===== src/rtl/fnd_scan_driver.sv =====
// Four-digit multiplexed FND scan controller around an external BCD digit coder.
// Define FND_LZB_EN to enable leading-zero blanking of the upper digits.
module fnd_scan_driver #(
    parameter int unsigned CLK_HZ       = 100000000,
    parameter int unsigned SCAN_HZ      = 4000,
    parameter int unsigned BLANK_CYCLES = 1000
) (
    input  logic        clk,
    input  logic        reset,
    input  logic        i_en,
    input  logic [13:0] i_value,
    input  logic        i_valueValid,
    input  logic [3:0]  i_bcd,
    input  logic [3:0]  i_dpMask,
    output logic [1:0]  o_fndDigit,
    output logic [13:0] o_fndData,
    output logic [3:0]  o_fndCom,
    output logic [7:0]  o_fndFont,
    output logic        o_overflow
);

    localparam int unsigned   P        = CLK_HZ / SCAN_HZ;
    localparam int unsigned   CW       = (P > 1) ? $clog2(P) : 1;
    localparam logic [CW-1:0] CNT_LAST = CW'(P - 1);
    localparam logic [CW-1:0] CNT_CAP  = CW'(BLANK_CYCLES - 1);
    localparam logic [13:0]   MAX_VAL  = 14'd9999;

    typedef enum logic {BLANK, SHOW} state_t;

    state_t        state;
    logic [CW-1:0] cnt;
    logic [13:0]   shadow;
    logic [6:0]    seg;
    logic          digitLit;
    logic [3:0]    showCom;
    logic [7:0]    showFont;

    always_comb begin
        unique case (i_bcd)
            4'd0:    seg = 7'h40;
            4'd1:    seg = 7'h79;
            4'd2:    seg = 7'h24;
            4'd3:    seg = 7'h30;
            4'd4:    seg = 7'h19;
            4'd5:    seg = 7'h12;
            4'd6:    seg = 7'h02;
            4'd7:    seg = 7'h78;
            4'd8:    seg = 7'h00;
            4'd9:    seg = 7'h10;
            default: seg = 7'h3F;
        endcase
    end

`ifdef FND_LZB_EN
    always_comb begin
        unique case (o_fndDigit)
            2'd0:    digitLit = 1'b1;
            2'd1:    digitLit = (o_fndData >= 14'd10);
            2'd2:    digitLit = (o_fndData >= 14'd100);
            default: digitLit = (o_fndData >= 14'd1000);
        endcase
    end
`else
    assign digitLit = 1'b1;
`endif

    always_comb begin
        showCom  = '1;
        showFont = '1;
        if (digitLit) begin
            showCom  = ~(4'b0001 << o_fndDigit);
            showFont = {~i_dpMask[o_fndDigit], seg};
        end
    end

    // Font is captured one cycle before SHOW so the coder has seen the new digit select for a full BLANK phase.
    always_ff @(posedge clk) begin
        if (!reset) begin
            cnt        <= '0;
            state      <= BLANK;
            o_fndDigit <= '0;
            o_fndData  <= '0;
            shadow     <= '0;
            o_overflow <= 1'b0;
            o_fndCom   <= '1;
            o_fndFont  <= '1;
        end else begin
            if (i_valueValid) begin
                shadow     <= (i_value > MAX_VAL) ? MAX_VAL : i_value;
                o_overflow <= (i_value > MAX_VAL);
            end
            if (!i_en) begin
                cnt      <= '0;
                state    <= BLANK;
                o_fndCom <= '1;
                o_fndFont <= '1;
            end else if (cnt == CNT_LAST) begin
                cnt        <= '0;
                state      <= BLANK;
                o_fndDigit <= o_fndDigit + 2'd1;
                o_fndCom   <= '1;
                o_fndFont  <= '1;
                if (o_fndDigit == 2'd3) begin
                    o_fndData <= shadow;
                end
            end else begin
                cnt <= cnt + CW'(1);
                if (state == BLANK && cnt == CNT_CAP) begin
                    state     <= SHOW;
                    o_fndCom  <= showCom;
                    o_fndFont <= showFont;
                end
            end
        end
    end

endmodule


===== config.mk =====
export PLATFORM = sky130hd
export DESIGN_NAME = fnd_scan_driver
export DESIGN_NICKNAME = d
export VERILOG_FILES = /design/src/rtl/fnd_scan_driver.sv
export SDC_FILE = /design/constraint.sdc
export NUM_CORES = 1
export LEC_CHECK = 0
export ABC_AREA = 1
export CORE_MARGIN = 2
export CORE_UTILIZATION = 30
export DETAILED_ROUTE_END_ITERATION = 6
export PLACE_DENSITY = 0.6
export SKIP_CTS_REPAIR_TIMING = 1
export SYNTH_ARGS = -nofsm -noshare
export SYNTH_HDL_FRONTEND = slang
export SYNTH_SLANG_ARGS = --single-unit

===== constraint.sdc =====
create_clock -name clk -period 1.5 [get_ports clk]
set_input_delay 0.3 -clock clk [delete_from_list [all_inputs] [get_ports clk]]
set_output_delay 0.3 -clock clk [all_outputs]
set_load 0.01 [all_outputs]

==> impl_metrics.csv, run 1 <==
group,metric,value,unit
clock_tree,htreeDepth,3,
setup_path,crit_path_max_fanout,8,
detailed_routing,routed-wl-met2,3.325,mm
logic_synthesis,synth.area.top_cells,"dfxtp_1, nand2_1, nor2_1",
die,die_area,0.009984,sq mm
detailed_routing,final_antenna_net_count,0,
finish,finalNonFillerCells,589,
place,place_area,0.003606,sq mm
die,rows,35,
place,dpl.hpwl,4.792,mm
power_and_ir_drop,ir_drop,459.3,uV
setup_path,setup.worst_path.start_class,"register",
finish,diodes,0,
die,fp.dieH,99.92,um
setup_path,critPathMaxStageDelay,0.35,ns
status,outcome,"completed",
detailed_routing,drt-initial-drc-count,188,
timing,tightestPinTransition,0.2779,ns
logic_synthesis,synth.distinct_cells,28,
setup_path,cp_cell_sequence,"ha_4, nand2_2, inv_2, nand3_2, nor2_4, nand2_2, buf_6, buf_4, o211ai_2",
global_routing,grt_max_degree,20,
global_routing,grt_pass1_wl,11.51,mm
die,core-area,0.009065,sq mm
setup_path,cp.arrival,1.73,ns
setup_path,worstPathRequired,1.77,ns
setup_path,path_common_cell,"nand2_2",
timing,post-route-period-util,0.9708,
power_and_ir_drop,power.static_leakage,2.112,nW
detailed_routing,m1WireLength,3.300,mm
detailed_routing,wire_per_inst,12.01,um
clock_tree,root_buffer,"clkbuf_8",
timing,finalMaxSlewViolations,0,
global_routing,grtUsageTotal,0.1428,
logic_synthesis,ys_ff_latch,59,
setup_path,cpMaxStageDelayCell,"dfxtp_2",
power_and_ir_drop,power_density,819.2,mW/mm^2
hold_path,hp-class,"reg2reg",
clock_tree,cts_buffer_depth,2,
timing,fin_crit,1.456,ns
clock_tree,tritoncts,"done",
detailed_routing,vias,2679,
detailed_routing,drc,0,
clock_tree,cts_buffers,9,
setup_path,critPathTopFamily,"simple AND/OR/NAND/NOR gates",
global_routing,grt_pass1_vias,2586,
logic_synthesis,syn_avg_cell_area,7.169,sq um
detailed_routing,wirelength,7.072,mm
logic_synthesis,seq_area_frac_synth,0.4279,
detailed_routing,dr_wl_met3,272,um
hold_path,min_from,"o_fndFont[7]",
global_routing,gr-total-overflow,0,
place,dpl.cell_count,569,
logic_synthesis,yosys.area.top_type_share,0.4279,
timing,setup_slack,0.04383,ns
timing,relSlewSlack,0.8145,
clock_tree,cts_num_sinks,59,
setup_path,crit_path_end_kind,"register",
die,start_util,0.3045,
logic_synthesis,synth_most_common_cell,"nand2_1",
die,io_pins,55,
timing,fmax,686.7,MHz
setup_path,path_buf_inv,3,
logic_synthesis,synth_edf_count,0,
logic_synthesis,synth_ff_type,"dfxtp_1",
detailed_routing,top_layer_used,"met4",
timing,hold_viol_final,0,
setup_path,critPathLaunch,"cnt[1]",
logic_synthesis,synthTopCellsByCount,"nand2_1, nor2_1, dfxtp_1",
place,pre_cts_ws,-0.1703,ns
setup_path,worstSetupPathType,"reg2reg",
detailed_routing,firstDrtPassIters,5,
finish,final_layout_size_suffix_gt1_frac,0.1862,
timing,rsz0062_at_grt,"true",
logic_synthesis,syn_inst,385,
detailed_routing,vias_per_cell,4.548,
setup_path,reg2reg_from,"cnt[1]",
logic_synthesis,synth.largest_area_cell,"dfxtp_1",
finish,final_area,0.004070,sq mm
clock_tree,worst_skew_pair.late_latency,0.34,ns
logic_synthesis,synth-async-reset-ratio,0,
clock_tree,path_clk_slew,0.06,ns
die,die_width,99.92,um
run,maxCapViolations,0,
finish,fin_nets,510,
place,io_buffers,54,
timing,skew,0.008126,ns
logic_synthesis,synth.cell_area,0.002760,sq mm
logic_synthesis,yosysWarningCount,0,
timing,setup_viol,0,
finish,area_delta_synth_final,47.46,%
global_routing,antenna_found_initial,0,
logic_synthesis,syn_nets,421,
place,place_congestion,0.8621,
[worst reg2reg max path: stages (launching register included)]
cell and delay (ns):
dfxtp_2 0.35, ha_4 0.15, nand2_2 0.06, inv_2 0.07
nand3_2 0.08, nor2_4 0.17, nand2_2 0.10, buf_6 0.15
buf_4 0.14, o211ai_2 0.12
[kinds of logic after synthesis]
logic type | synth area share
and+or+nand+nor | 0.3119
DFF | 0.4279
buffers and inverters | 0.09428
AOI/OAI and AO/OA | 0.1142
adders and majority gates | 0.04533
xor gates and xnor gates | 0.006347
[sequential cells by signal, indices dropped and copies added, names as in the netlist]
| signal | cells |
|---|---|
| o_fndDigit | 2 |
| cnt | 15 |
| state | 1 |
| o_fndFont | 8 |
| o_fndData | 14 |
| o_fndCom | 4 |
| shadow | 14 |
| o_overflow | 1 |
[final timing paths]
kind                                      to  slack, ns  cells after the start
worst min register to register  o_fndFont[7]       0.45                      2
worst max-delay path             o_fndCom[0]       0.04                      9
worst max register to register   o_fndCom[0]       0.04                      9
worst min-delay path            o_fndFont[7]       0.45                      2
[area by class of cell]
| class | count | area (sq um) |
|---|---|---|
| clock buffer | 13 | 158.9 |
| inverter | 47 | 176.4 |
| multi-input combinational | 269 | 1431 |
| tap | 111 | 138.9 |
| timing repair buffer | 88 | 943.4 |
| sequential | 59 | 1186 |
| fill | 884 | 4995 |
| clock inverter | 2 | 35.03 |
[where the power goes]
group / internal, W / switching, W
clock: 0.000847 / 0.000608
sequential: 0.00160 / 0.0000181
combinational: 0.000138 / 0.000124
[per-layer routing]
layer,global-route usage,up-vias
met4,0.06006,0
met3,0.03482,13
li1,-,1400
met5,0,-
met1,0.1805,1213
met2,0.2334,53
[placed cells by master (no fill, tap or decap), types with 4 or more instances in the layout]
master            n
a21oi_1          21
inv_1            44
nand2_2           4
nand2_1          91
clkbuf_8         11
o21ai_0          28
nand4_1           6
dfxtp_2           4
clkdlybuf4s50_1  25
dlymetal6s2s_1   29
nand3_2           5
ha_1              8
buf_4            27
nor2_1           51
nand3_1          19
nor2_4            4
buf_12            4
nor2_2           12
dfxtp_1          55
[through the flow]
| step | TNS [ns] | util | total power (W) | hold WS (ns) |
|---|---|---|---|---|
| 2_1_floorplan | 0 | - | 0.001751 | 0.4175 |
| 3_3_place_gp | -0.7283 | 0.3978 | 0.001900 | 0.4453 |
| 3_5_place_dp | -1.235 | 0.3978 | 0.001905 | 0.4431 |
| 4_1_cts | -1.127 | 0.4192 | 0.003362 | 0.4544 |
| 5_1_grt | -0.3799 | 0.4490 | 0.003465 | 0.4879 |
| 6_report | 0 | 0.4490 | 0.003334 | 0.4519 |
Power figures use the tool's default switching activity.
==> inputs of run 2 (changes only) <==
--- a/config.mk
+++ b/config.mk
@@ -6,6 +6,7 @@
 export NUM_CORES = 1
 export LEC_CHECK = 0
 export ABC_AREA = 1
+export CAP_MARGIN = 25
 export CORE_MARGIN = 2
 export CORE_UTILIZATION = 30
 export DETAILED_ROUTE_END_ITERATION = 6
==> results of run 2 <==
The final DEF is identical to that of run 1; final timing and power are the same.
